--- src/rtl/systolic_pkg.sv ---
// Shared constants, state encoding and byte-lane helper for the systolic feeder.
package systolic_pkg;

    localparam int PE_DIM       = 4;
    localparam int LANE_W       = 8;
    localparam int ACC_W        = 32;
    localparam int DRAIN_CYCLES = 9;
    localparam int FEED_TO_DONE = 11;

    typedef enum logic [2:0] {
        IDLE  = 3'd0,
        CLEAR = 3'd1,
        FEED  = 3'd2,
        DRAIN = 3'd3,
        DONE  = 3'd4
    } state_t;

    // Extract byte lane 'lane' from a packed operand word (lane 0 in the LSBs).
    function automatic logic [LANE_W-1:0] lane_byte(
        input logic [PE_DIM*LANE_W-1:0] word,
        input int                       lane
    );
        return word[lane*LANE_W +: LANE_W];
    endfunction

endpackage

--- src/rtl/skew_delay_line.sv ---
// Fixed-depth byte shift register used to skew one array input stream.
module skew_delay_line #(
    parameter int DEPTH = 1
) (
    input  logic       clk,
    input  logic       rst,
    input  logic [7:0] din,
    output logic [7:0] dout
);

    logic [DEPTH-1:0][7:0] stage_q;
    logic [DEPTH-1:0][7:0] stage_d;

    // Each stage takes the previous one; stage 0 takes the new byte.
    always_comb begin
        stage_d[0] = din;
        for (int s = 1; s < DEPTH; s++) begin
            stage_d[s] = stage_q[s-1];
        end
    end

    // Shift every cycle; reset empties the line so the array sees zeros.
    always_ff @(posedge clk) begin
        if (rst) begin
            stage_q <= '0;
        end else begin
            stage_q <= stage_d;
        end
    end

    assign dout = stage_q[DEPTH-1];

endmodule

--- src/rtl/systolic_feeder.sv ---
// Operand feeder for the 4x4 int8 output-stationary PE array: sequences
// buffer reads, skews the byte streams and frames each tile with clear/done.
module systolic_feeder
    import systolic_pkg::*;
#(
    parameter int ADDR_W = 10,
    parameter int KLEN_W = 11
) (
    input  logic              clk,
    input  logic              rst,
    input  logic              start,
    input  logic [KLEN_W-1:0] k_len,
    input  logic [ADDR_W-1:0] a_base,
    input  logic [ADDR_W-1:0] b_base,
    output logic              busy,
    output logic              done,
    output logic              a_en,
    output logic              b_en,
    output logic [ADDR_W-1:0] a_addr,
    output logic [ADDR_W-1:0] b_addr,
    input  logic [31:0]       a_rdata,
    input  logic [31:0]       b_rdata,
    output logic              pe_clear,
    output logic [7:0]        pe_a0,
    output logic [7:0]        pe_a1,
    output logic [7:0]        pe_a2,
    output logic [7:0]        pe_a3,
    output logic [7:0]        pe_b0,
    output logic [7:0]        pe_b1,
    output logic [7:0]        pe_b2,
    output logic [7:0]        pe_b3
);

    state_t            state_q,    state_d;
    logic [KLEN_W-1:0] cnt_q,      cnt_d;
    logic [KLEN_W-1:0] k_len_q,    k_len_d;
    logic [ADDR_W-1:0] a_base_q,   a_base_d;
    logic [ADDR_W-1:0] b_base_q,   b_base_d;
    logic [ADDR_W-1:0] a_addr_q,   a_addr_d;
    logic [ADDR_W-1:0] b_addr_q,   b_addr_d;
    logic              rd_en_q,    rd_en_d;
    logic              rd_valid_q, rd_valid_d;
    logic              busy_q,     busy_d;
    logic              done_q,     done_d;
    logic              clear_q,    clear_d;

    logic [LANE_W-1:0] a_lane_in  [PE_DIM];
    logic [LANE_W-1:0] b_lane_in  [PE_DIM];
    logic [LANE_W-1:0] a_lane_out [PE_DIM];
    logic [LANE_W-1:0] b_lane_out [PE_DIM];

    // Next-state, counters and the registered versions of every control output.
    always_comb begin
        state_d    = state_q;
        cnt_d      = cnt_q;
        k_len_d    = k_len_q;
        a_base_d   = a_base_q;
        b_base_d   = b_base_q;
        a_addr_d   = '0;
        b_addr_d   = '0;
        rd_en_d    = 1'b0;
        rd_valid_d = rd_en_q;

        case (state_q)
            IDLE: begin
                if (start) begin
                    k_len_d  = k_len;
                    a_base_d = a_base;
                    b_base_d = b_base;
                    cnt_d    = '0;
                    state_d  = CLEAR;
                end
            end
            CLEAR: begin
                cnt_d = '0;
                if (k_len_q == '0) begin
                    state_d = DRAIN;
                end else begin
                    state_d  = FEED;
                    rd_en_d  = 1'b1;
                    a_addr_d = a_base_q;
                    b_addr_d = b_base_q;
                end
            end
            FEED: begin
                if (cnt_q == k_len_q - KLEN_W'(1)) begin
                    cnt_d   = '0;
                    state_d = DRAIN;
                end else begin
                    cnt_d    = cnt_q + KLEN_W'(1);
                    rd_en_d  = 1'b1;
                    a_addr_d = a_addr_q + ADDR_W'(1);
                    b_addr_d = b_addr_q + ADDR_W'(1);
                end
            end
            DRAIN: begin
                if (cnt_q == KLEN_W'(DRAIN_CYCLES - 1)) begin
                    cnt_d   = '0;
                    state_d = DONE;
                end else begin
                    cnt_d = cnt_q + KLEN_W'(1);
                end
            end
            DONE: begin
                state_d = IDLE;
            end
            default: begin
                state_d = IDLE;
            end
        endcase

        busy_d  = (state_d != IDLE);
        done_d  = (state_d == DONE);
        clear_d = (state_d == CLEAR);
    end

    // Single sequencer register bank; outputs are flops so they align with the state.
    always_ff @(posedge clk) begin
        if (rst) begin
            state_q    <= IDLE;
            cnt_q      <= '0;
            k_len_q    <= '0;
            a_base_q   <= '0;
            b_base_q   <= '0;
            a_addr_q   <= '0;
            b_addr_q   <= '0;
            rd_en_q    <= 1'b0;
            rd_valid_q <= 1'b0;
            busy_q     <= 1'b0;
            done_q     <= 1'b0;
            clear_q    <= 1'b0;
        end else begin
            state_q    <= state_d;
            cnt_q      <= cnt_d;
            k_len_q    <= k_len_d;
            a_base_q   <= a_base_d;
            b_base_q   <= b_base_d;
            a_addr_q   <= a_addr_d;
            b_addr_q   <= b_addr_d;
            rd_en_q    <= rd_en_d;
            rd_valid_q <= rd_valid_d;
            busy_q     <= busy_d;
            done_q     <= done_d;
            clear_q    <= clear_d;
        end
    end

    // Buffer data is only meaningful the cycle after a read; otherwise feed zeros.
    always_comb begin
        for (int i = 0; i < PE_DIM; i++) begin
            a_lane_in[i] = rd_valid_q ? lane_byte(a_rdata, i) : '0;
            b_lane_in[i] = rd_valid_q ? lane_byte(b_rdata, i) : '0;
        end
    end

    for (genvar g = 0; g < PE_DIM; g++) begin : g_lane
        skew_delay_line #(.DEPTH(g + 1)) u_a_skew (
            .clk  (clk),
            .rst  (rst),
            .din  (a_lane_in[g]),
            .dout (a_lane_out[g])
        );
        skew_delay_line #(.DEPTH(g + 1)) u_b_skew (
            .clk  (clk),
            .rst  (rst),
            .din  (b_lane_in[g]),
            .dout (b_lane_out[g])
        );
    end

    assign busy     = busy_q;
    assign done     = done_q;
    assign a_en     = rd_en_q;
    assign b_en     = rd_en_q;
    assign a_addr   = a_addr_q;
    assign b_addr   = b_addr_q;
    assign pe_clear = clear_q;
    assign pe_a0    = a_lane_out[0];
    assign pe_a1    = a_lane_out[1];
    assign pe_a2    = a_lane_out[2];
    assign pe_a3    = a_lane_out[3];
    assign pe_b0    = b_lane_out[0];
    assign pe_b1    = b_lane_out[1];
    assign pe_b2    = b_lane_out[2];
    assign pe_b3    = b_lane_out[3];

endmodule

--- config.mk ---
export PLATFORM = sky130hd
export DESIGN_NAME = systolic_feeder
export DESIGN_NICKNAME = d
export VERILOG_FILES = /design/src/rtl/systolic_pkg.sv /design/src/rtl/skew_delay_line.sv /design/src/rtl/systolic_feeder.sv
export SDC_FILE = /design/constraint.sdc
export NUM_CORES = 1
export LEC_CHECK = 0
export CORE_MARGIN = 4
export CORE_UTILIZATION = 46
export CTS_BUF_LIST = sky130_fd_sc_hd__clkbuf_8
export CTS_CLUSTER_DIAMETER = 150
export DETAILED_ROUTE_END_ITERATION = 10
export PLACE_DENSITY = 0.78
export SETUP_SLACK_MARGIN = 0.4
export SLEW_MARGIN = 5
export SYNTH_ARGS = -nofsm -noshare
export SYNTH_HDL_FRONTEND = slang
export SYNTH_SLANG_ARGS = --single-unit
--- constraint.sdc ---
create_clock -name clk -period 2.8 [get_ports clk]
set_clock_uncertainty 0.1 [all_clocks]
set_input_delay 0.84 -clock clk [delete_from_list [all_inputs] [get_ports clk]]
set_output_delay 0.84 -clock clk [all_outputs]
set_load 0.05 [all_outputs]
* Yosys cells after proc, flatten, opt, wreduce, memory -nomap -nowiden *
Index checks and enable logic that the tools add are counted.
W data, S select, Z words.

word-level totals
  logic and storage cells = 70
  input bits = 98
  flip-flop bits (word level) = 230

cells by class
  $add $sub $neg = 4
  reduce and logical (&&, ||, !) cells = 7
  bitwise operators = 1
  equality and inequality tests = 8
  mux-type cells = 18

operators by type and width
  cell                     number
  $pmux W11 S4             1
  $mux W10                 4
  $pmux W10 S2             2
  $mux W11                 3
  $add A10 B1 Y10 const B  2
  $pmux W3 S4              1
  $add A11 B1 Y11 const B  1
  $eq A11 B11 Y1           1
  $eq A11 B4 Y1 const B    1
  $logic_not A11 Y1        1
  $sub A11 B1 Y11 const B  1
  $mux W3                  3
  $eq A3 B1 Y1 const B     2
  $eq A3 B2 Y1 const B     2
  $reduce_and A2 Y1        2
  $reduce_bool A4 Y1       1
  $eq A3 B3 Y1 const B     1
  $logic_not A3 Y1         1
  $mux W1                  3
  $reduce_bool A3 Y1       1
  $ne A2 B2 Y1 const B     1
  $pmux W1 S2              1
  $reduce_or A2 Y1         1
  $not A1 Y1               1

* Longest topological paths before layout *
Gate-level depths: netlist of the first run.

  depth after elaboration = 5
  mapped depth = 11

* Cells and area by module *
From an unflattened synthesis of the first run, not the netlist that was laid out.

unflattened totals
  cells, all modules = 824
  area total of the unflattened synthesis = 8251.7 um^2

by module, submodules not included
  module                                    seq. area each (um^2)  area each (um^2)  instances  cells each
  systolic_feeder                           1401.3                 3789.9            1          492
  skew_delay_line (g_lane[3].u_a_skew ...)  640.6                  863.3             2          67
  skew_delay_line (g_lane[2].u_a_skew ...)  480.5                  693.2             2          50
  skew_delay_line (g_lane[1].u_a_skew ...)  320.3                  464.2             2          33
  skew_delay_line (g_lane[0].u_a_skew ...)  160.2                  210.2             2          16

* Worst setup path after synthesis of the first run *
No wires, ideal clock.

  kind = flip-flop to flip-flop
  start = register k_len_q[0]
  end = register cnt_q[9]
  library setup time = 120 ps
  required time = 2580 ps
  clock period less this slack = 2772 ps
  arrival = 2552 ps
  stages on the path, launching flop included = 12
  buffers on the path = 2
  slack = 28 ps
  cell sequence = dfxtp_1 -> inv_1 -> ha_1 -> buf_4 -> or4b_4 -> or4b_4 -> o22ai_2 -> o22ai_1 -> o21ai_2 -> buf_6 -> a211oi_2 -> a211o_1

on the way
  longest elaborated chain between the ends = 4

ends and longest elaborated chain
  what                    RTL line                text
  start, declared         systolic_feeder.sv:36   logic [KLEN_W-1:0] k_len_q, k_len_d;
  start signal, assigned  systolic_feeder.sv:135  k_len_q <= k_len_d;
  $sub A11 B1 Y11         systolic_feeder.sv:86   if (cnt_q == k_len_q - KLEN_W'(1)) begin
  $eq A11 B11 Y1          systolic_feeder.sv:86
  $mux W11                systolic_feeder.sv:86
  $pmux W11 S4            systolic_feeder.sv:64   case (state_q)
  end signal, assigned    systolic_feeder.sv:134  cnt_q <= cnt_d;
  end, declared           systolic_feeder.sv:35   logic [KLEN_W-1:0] cnt_q, cnt_d;

No other way between the ends.
A chain may end at the register's enable or synchronous reset.

* Worst setup path in the final report of the first run *
  start = register k_len_q[1]
  end = register cnt_q[10]

Same word-level chain as after synthesis.

==> results of run 1 <==
[cells in the mapped netlist, types with 3 or more instances]
master      n
o211ai_1    6
nor2_1     15
nor3_1      6
dfxtp_1   230
nor4b_1     3
a211o_1     7
ha_1        5
or2_2       3
nor2b_1   100
inv_1       8
nand3_1    14
xor2_1     16
and3_1      6
nand2_1   108
or3_1       3
a21oi_1    36
xnor2_1    15
and2_1     65
a211oi_1    4
o21ai_0    25
nand2b_1    5
clkbuf_1   38
[routing by layer]
metal	vias up	global-route usage
met5	-	0
met2	172	0.295
met1	2537	0.193
li1	2854	-
met4	0	0.0666
met3	34	0.0666
[final cells by class]
type,instances,area [sq um],area share
Inverter,8,30.0,0.00288
Sequential cell,230,4610,0.442
Timing Repair Buffer,213,1950,0.187
Multi-Input combinational cell,470,2850,0.273
Clock buffer,46,633,0.0607
Clock inverter,18,83.8,0.00804
Tap cell,216,270,0.0259
[worst max-delay path: stages, from the launching register on]
cell and delay, ps:
dfxtp_2 320, inv_2 60, ha_4 120, or4b_4 450, or4b_4 510, o22ai_4 160, o22ai_2 110, o21ai_2 190
buf_6 150, a21oi_1 60, a211o_1 270
[cell families after synthesis]
family,Yosys count
AND/OR/NAND/NOR,341
flip-flops,230
AO/OA/AOI/OAI,92
buffers and inverters,53
XOR/XNOR,31
adder cells (fa/ha/maj),5
multiplexers,1
[registers in the layout, indices dropped and copies added (netlist names), 3 cells and up]
register                 flops
a_addr                      10
a_base_q                    10
b_addr                      10
b_base_q                    10
cnt_q                       11
g_lane.u_a_skew.dout        32
g_lane.u_a_skew.stage_d     48
g_lane.u_b_skew.dout        32
g_lane.u_b_skew.stage_d     48
k_len_q                     11
state_q                      3
[metrics by stage]
| stage | hold WS [ps] | cells | setup WS (ps) | utilization |
|---|---|---|---|---|
| finish | 324 | 1201 | 180 | 0.652 |
| global route | 346 | 1201 | 72.0 | 0.652 |
| CTS | 325 | 1200 | 163 | 0.652 |
| detailed placement | 320 | 1130 | 69.7 | 0.607 |
| global placement | 316 | 1130 | 110 | 0.607 |
| floorplan | 314 | 753 | 106 | - |
[report_power, final]
part,switching (W),leakage [nW],internal [W]
clock,0.00122,0.411,0.00148
sequential,0.0000563,1.86,0.00336
combinational,0.000339,2.13,0.000330
total,0.00162,4.40,0.00517
[worst max path at each step]
stage / cells past startpoint / slack (ps) / start / to
floorplan: 11 / 110 / k_len_q[0]$_SDFFE_PP0P_ / cnt_q[9]$_SDFFE_PP0P_
global placement: 10 / 110 / k_len_q[1]$_SDFFE_PP0P_ / cnt_q[10]$_SDFFE_PP0P_
detailed placement: 10 / 70 / k_len_q[1]$_SDFFE_PP0P_ / cnt_q[10]$_SDFFE_PP0P_
CTS: 10 / 160 / k_len_q[1]$_SDFFE_PP0P_ / cnt_q[10]$_SDFFE_PP0P_
global route: 11 / 70 / k_len_q[1]$_SDFFE_PP0P_ / cnt_q[7]$_SDFFE_PP0P_
finish: 10 / 180 / k_len_q[1]$_SDFFE_PP0P_ / cnt_q[10]$_SDFFE_PP0P_
[what timing repair did]
action                                  in CTS  in global routing
pin swaps                                    4                  7
buffers inserted                             6                  1
gates resized for setup                    125                 21
endpoints found under the setup margin     122                 47
==> impl_metrics.json, run 1 <==
{
  "outcome": "finished, final reports clean",
  "dp_hpwl_um": 10900,
  "relSlewSlack": 0.337,
  "hp-start": "g_lane[3].u_b_skew.stage_d[12]$_SDFF_PP0_",
  "grt_usage": 0.172,
  "rows": 46,
  "synth_area_leaders": "dfxtp_1 61%, nor2b_1 8.3%, and2_1 5.4%, nand2_1 5.4%, a21oi_1 2.4%",
  "min_to": "g_lane[3].u_b_skew.stage_d[20]$_SDFF_PP0_",
  "area_growth_syn_to_layout_pct": 37.6,
  "m1WireLength_um": 6480,
  "n_antenna_cell": 0,
  "final_common_cell": "dfxtp_1",
  "placed_area_sq_mm": 0.00971,
  "crit_required_ps": 3090,
  "final_antenna_net_count": 0,
  "grt_pass1_wl_um": 25800,
  "hold_buffers": 0,
  "worstPathArrival_ps": 2910,
  "avgSynthCellArea_sq_um": 10.1,
  "min_period_ps": 2620,
  "layout-drive-gt1-share": 0.128,
  "synth_nets": 856,
  "synth_top_family_by_area": "simple AND/OR/NAND/NOR gates",
  "yosysSeqAreaShare": 0.608,
  "die_w_um": 136,
  "hold_path_class": "reg2reg",
  "final_cell_area_sq_mm": 0.0104,
  "via_per_inst": 4.66,
  "setup_viol": 0,
  "synthCells": 753,
  "crit_path_end_kind": "flip-flop",
  "htree_levels": 2,
  "hold_viol": 0,
  "grt-ovfl-total": 0,
  "path_class": "reg2reg",
  "cts-buffers-inserted": 38,
  "ys_ff_latch": 230,
  "topRoutingLayerUsed": "met4",
  "power_leakage_nw": 4.40,
  "clockBufferDepth": 3,
  "vias": 5597,
  "cts.sinks": 230,
  "grt_pass1_vias": 5365,
  "rsz0062_at_grt": "true",
  "worst_skew_pair.late_latency_ps": 510,
  "r2r_start": "k_len_q[1]$_SDFFE_PP0P_",
  "max-cap-violations": 0,
  "clk_pin_slew_ps": 60,
  "grt_max_degree": 99,
  "synth_xor_area_frac": 0.0358,
  "num_io_pins": 187,
  "antenna_found_initial": 0,
  "ys_types": 50,
  "io_buffer_count": 186,
  "core-area_sq_mm": 0.0160,
  "min_path_cells": 1,
  "wl_per_cell_um": 13.5,
  "worst_pin_slew_ps": 994,
  "muxShareOfSynthArea": 0.00132,
  "dr_wl_met2_um": 7900,
  "drt-total-wl_um": 16200,
  "finalCritPeriodShare": 0.936,
  "start_kind": "flip-flop",
  "final_nets": 1064,
  "synth_edf_count": 0,
  "reg2regPathDepth": 10,
  "synth_fa_ha_area_frac": 0.00826,
  "n_fill_cell": 1348,
  "die_h_um": 136,
  "wl_met3_um": 1420,
  "fmax_ghz": 0.382,
  "r2r_end": "cnt_q[10]$_SDFFE_PP0P_",
  "ir_worst_vdd_uv": 474,
  "slew_viol_final": 0,
  "p_per_area_mw_per_mm2": 651,
  "synthArstFlopShare": 0,
  "synth-main-ff-cell": "dfxtp_1",
  "yosysTopAreaCellShare": 0.608,
  "dr.first_iter.drc_count": 275,
  "mostFrequentLayoutCells": "228 x dfxtp_1, 108 x nand2_1, 99 x nor2b_1",
  "yosys_warnings": 0,
  "die-area_sq_mm": 0.0186,
  "cts_tree": "built",
  "cts-root-buf": "clkbuf_8",
  "yosysTopAreaCell": "dfxtp_1",
  "synth-simple-area-share": 0.244,
  "path_max_fanout": 5,
  "syn_area_sq_mm": 0.00758,
  "r2r_slack_ps": 180,
  "place.gp.congestion": 0.780,
  "first_pass_iters": 4,
  "synth_compound_area_frac": 0.0748,
  "start_util": 0.474,
  "drc": 0,
  "setup_tns_ps": 0,
  "total_power_w": 0.00679
}
Note: power is estimated with default switching activity, not from simulation.
==> run 2, diff against run 1 <==
Settings changed: CORE_UTILIZATION 46 to 55, DONT_BUFFER_PORTS from default to 1, PLACE_DENSITY 0.78 to 0.81.
==> run 2 against run 1 <==
Worst setup slack worse by 5.5 ps; die area down 15%; clock power down 1%; sequential share of layout area up 9.4 points; maximum frequency down 0.21%; largest power group unchanged; non-clock buffer count down 192; critical path depth unchanged; global-route usage up 1.3 points; highest routed layer is now met5; routed wire length down 7.2%; cell area down 18%; sequential cell count unchanged.
==> impl_metrics.json, run 2 (synthesis results as in run 1) <==
{
  "clockBufferDepth": 3,
  "first_pass_iters": 7,
  "drt-total-wl_um": 15000,
  "worst_pin_slew_ps": 813,
  "die_w_um": 125,
  "placed_area_sq_mm": 0.00776,
  "p_per_area_mw_per_mm2": 763,
  "die-area_sq_mm": 0.0157,
  "mostFrequentLayoutCells": "228 x dfxtp_1, 108 x nand2_1, 99 x nor2b_1",
  "final_nets": 871,
  "start_kind": "flip-flop",
  "hold_viol": 0,
  "htree_levels": 2,
  "via_per_inst": 5.14,
  "path_max_fanout": 8,
  "relSlewSlack": 0.456,
  "grt-ovfl-total": 0,
  "final_common_cell": "dfxtp_1",
  "die_h_um": 125,
  "worst_skew_pair.late_latency_ps": 510,
  "crit_path_end_kind": "flip-flop",
  "multi_input_area_sq_mm": 0.00284,
  "slew_viol_final": 0,
  "finalCritPeriodShare": 0.938,
  "n_fill_cell": 1073,
  "final_cell_area_sq_mm": 0.00860,
  "place.gp.congestion": 0.819,
  "cts-root-buf": "clkbuf_8",
  "crit_required_ps": 3090,
  "regArea_sq_mm": 0.00461,
  "final_antenna_net_count": 0,
  "vias": 5006,
  "wl_per_cell_um": 15.4,
  "final_cells": 974,
  "outcome": "finished, final reports clean",
  "worstPathArrival_ps": 2920,
  "holdWs_ps": 305,
  "cts-buffers-inserted": 37,
  "hold_buffers": 0,
  "io_buffer_count": 0,
  "path_class": "reg2reg",
  "grt_pass1_wl_um": 24200,
  "total_power_w": 0.00656,
  "rsz0062_at_grt": "true",
  "dr.first_iter.drc_count": 235,
  "grt_usage": 0.185,
  "grt_pass1_vias": 5012,
  "ir_worst_vdd_uv": 564,
  "setup_viol": 0,
  "fmax_ghz": 0.381,
  "grt_max_degree": 133,
  "cts_tree": "built",
  "dp_hpwl_um": 10200,
  "cts.sinks": 230,
  "min_period_ps": 2630,
  "core-area_sq_mm": 0.0133,
  "dp.cells": 899,
  "layout-drive-gt1-share": 0.119,
  "max-cap-violations": 0,
  "start_util": 0.568,
  "power_leakage_nw": 3.38,
  "area_growth_syn_to_layout_pct": 13.5,
  "antenna_found_initial": 3,
  "hold_path_class": "in2reg",
  "num_io_pins": 187,
  "clk_pin_slew_ps": 60,
  "drc": 0,
  "rows": 42
}
run 2: changes by cell type in the layout (fill, tap and decap cells not counted), moves of 2 or more:
| cell | change |
|---|---|
| buf_4 | -7 |
| clkbuf_2 | -11 |
| clkdlybuf4s15_1 | -3 |
| clkdlybuf4s15_2 | -8 |
| clkdlybuf4s50_1 | -96 |
| clkinv_2 | -2 |
| dlygate4sd2_1 | -67 |
| inv_1 | +7 |
run 2: final timing paths:
check                                            start                                        end  slack [ps]  cells past startpoint
max                            k_len_q[0]$_SDFFE_PP0P_                      cnt_q[9]$_SDFFE_PP0P_         170                     10
max reg2reg                    k_len_q[0]$_SDFFE_PP0P_                      cnt_q[9]$_SDFFE_PP0P_         170                     10
min reg2reg  g_lane[3].u_a_skew.stage_d[21]$_SDFF_PP0_  g_lane[3].u_a_skew.stage_d[29]$_SDFF_PP0_         320                      1
min                                                rst                   b_base_q[3]$_SDFFE_PP0P_         300                      1
run 2: cell type report:
type / count / share of cell area
tap: 176 / 0.0256
multi-input combinational: 470 / 0.330
clock buffer: 45 / 0.0720
inverter: 8 / 0.00349
antenna: 1 / 0.000291
timing repair buffer: 21 / 0.0211
sequential: 230 / 0.536
clock inverter: 23 / 0.0119
run 2: worst max-delay path, stage by stage, from the launching register on:
cell and delay, ps:
dfxtp_2 330, inv_2 60, ha_4 120, or4b_4 470
or4b_4 490, o22ai_2 160, o22ai_2 110, o21ai_4 160
buf_12 140, a211oi_2 60, a211o_1 290
run 2: routing by layer:
layer	vias up	share of wire	global-route usage
li1	2462	-	-
met1	2294	0.38	0.205
met2	213	0.49	0.314
met3	33	0.10	0.0751
met4	4	0.024	0.0791
met5	-	0.0014	0
run 2: per-stage QoR:
step | utilization | TNS [ps] | worst slack (ps)
5_1_grt | 0.644 | 0 | 97.1
3_5_place_dp | 0.582 | -473 | -71.6
2_1_floorplan | - | 0 | 106
6_report | 0.644 | 0 | 175
4_1_cts | 0.642 | 0 | 172
3_3_place_gp | 0.582 | 0 | 68.8
run 2: report_power, final:
group / internal [W] / switching, W / total (W)
sequential: 0.00336 / 0.000121 / 0.00348
combinational: 0.000189 / 0.000225 / 0.000414
clock: 0.00146 / 0.00121 / 0.00267
total: 0.00501 / 0.00155 / 0.00656
run 2: repair_timing:
action,4_1_cts,5_1_grt
gates resized for setup,8,3
pin swaps,9,5
buffers inserted,4,2
setup endpoints to repair,33,33
==> run 3, diff against run 2 <==
Settings changed: REMOVE_ABC_BUFFERS from default to 1, SLEW_MARGIN 5 to 20.
==> run 3 against run 2 <==
Combinational power fell by 4%; register-to-register slack got worse by 60 ps; power rose by 2.6%; first-iteration DRC count rose by 21%; die area did not move; cell count fell by 0.82%; non-clock buffer count fell by 5; critical path depth rose by 2; critical endpoint is now cnt_q[5]$_SDFFE_PP0P_.
==> impl_metrics.json, run 3 (synthesis results as in run 1) <==
{
  "final_cells": 966,
  "dp.cells": 898,
  "die-area_sq_mm": 0.0157,
  "drt-total-wl_um": 14800,
  "mostFrequentLayoutCells": "229 x dfxtp_1, 108 x nand2_1, 99 x nor2b_1",
  "finalCritPeriodShare": 0.959,
  "worst_skew_pair.late_latency_ps": 520,
  "p_per_area_mw_per_mm2": 782,
  "cts.sinks": 230,
  "cts-root-buf": "clkbuf_8",
  "regArea_sq_mm": 0.00461,
  "layout-drive-gt1-share": 0.119,
  "grt_max_degree": 133,
  "min_period_ps": 2690,
  "path_max_fanout": 5,
  "ir_worst_vdd_uv": 658,
  "slew_viol_final": 0,
  "crit_required_ps": 3130,
  "crit_path_end_kind": "flip-flop",
  "clk_pin_slew_ps": 60,
  "cts-buffers-inserted": 36,
  "dp_hpwl_um": 9640,
  "vias": 4991,
  "die_h_um": 125,
  "hold_viol": 0,
  "total_power_w": 0.00673,
  "final_common_cell": "dfxtp_1",
  "antenna_found_initial": 1,
  "placed_area_sq_mm": 0.00773,
  "fmax_ghz": 0.372,
  "outcome": "finished, final reports clean",
  "grt-ovfl-total": 0,
  "first_pass_iters": 4,
  "htree_levels": 2,
  "max-cap-violations": 0,
  "path_class": "reg2reg",
  "num_io_pins": 187,
  "clockBufferDepth": 3,
  "setup_viol": 0,
  "grt_usage": 0.186,
  "relSlewSlack": 0.521,
  "hold_path_class": "in2reg",
  "area_growth_syn_to_layout_pct": 13.6,
  "rsz0062_at_grt": "true",
  "rows": 42,
  "cts_tree": "built",
  "worstPathArrival_ps": 3020,
  "final_nets": 866,
  "grt_pass1_wl_um": 24300,
  "drc": 0,
  "multi_input_area_sq_mm": 0.00285,
  "hold_buffers": 0,
  "via_per_inst": 5.17,
  "start_util": 0.568,
  "holdWs_ps": 289,
  "final_cell_area_sq_mm": 0.00861,
  "wl_per_cell_um": 15.3,
  "power_leakage_nw": 3.33,
  "start_kind": "flip-flop",
  "dr.first_iter.drc_count": 285,
  "die_w_um": 125,
  "core-area_sq_mm": 0.0133,
  "io_buffer_count": 0,
  "n_fill_cell": 1074,
  "final_antenna_net_count": 0,
  "grt_pass1_vias": 5006,
  "worst_pin_slew_ps": 716,
  "place.gp.congestion": 0.829
}
run 3: final timing paths:
path	end	slack, ps	cells after the start	from
worst min-delay path	k_len_q[6]$_SDFFE_PP0P_	290	1	rst
worst max register to register	cnt_q[5]$_SDFFE_PP0P_	110	12	k_len_q[1]$_SDFFE_PP0P_
worst min register to register	g_lane[2].u_b_skew.stage_d[23]$_SDFF_PP0_	330	1	g_lane[2].u_b_skew.stage_d[15]$_SDFF_PP0_
worst max-delay path	cnt_q[5]$_SDFFE_PP0P_	110	12	k_len_q[1]$_SDFFE_PP0P_
run 3: layout make-up:
class                      count  share of cell area
antenna                        1            0.000291
clock buffer                  43              0.0687
clock inverter                21              0.0185
inverter                       8             0.00349
multi-input combinational    471               0.331
sequential                   230               0.535
tap                          176              0.0256
timing repair buffer          16              0.0177
run 3: worst max-delay path, cell delays in order, from the launching register on:
cell and delay, ps:
dfxtp_2 320, inv_2 60, ha_4 130, or4b_4 460
buf_4 160, o211ai_1 270, o22ai_4 120, o22ai_4 220
o21ai_4 100, buf_12 170, buf_8 120, a211o_1 290
o211ai_1 90
run 3: through the flow:
step / setup TNS [ps] / util / worst slack [ps]
2_1_floorplan: -32520 / - / -842
3_3_place_gp: -431 / 0.579 / -39.2
3_5_place_dp: -1770 / 0.579 / -85.8
4_1_cts: 0 / 0.642 / 96.2
5_1_grt: 0 / 0.645 / 44.1
6_report: 0 / 0.645 / 115
run 3: power by group:
group	internal [W]	switching [W]
Clock	0.00160	0.00125
Combinational	0.000178	0.000221
Sequential	0.00336	0.000125
Total	0.00513	0.00160
run 3: metal layers:
| metal | share of wire | global-route usage | vias to the layer above |
|---|---|---|---|
| met2 | 0.46 | 0.297 | 231 |
| met3 | 0.10 | 0.0814 | 26 |
| li1 | - | - | 2456 |
| met5 | 0 | 0 | - |
| met4 | 0.019 | 0.0689 | 0 |
| met1 | 0.42 | 0.223 | 2278 |
run 3: what timing repair did:
item,4_1_cts,5_1_grt
buffers inserted,1,1
setup endpoints to repair,33,33
resized for setup,17,3
gates cloned,1,0
pin swaps,11,5
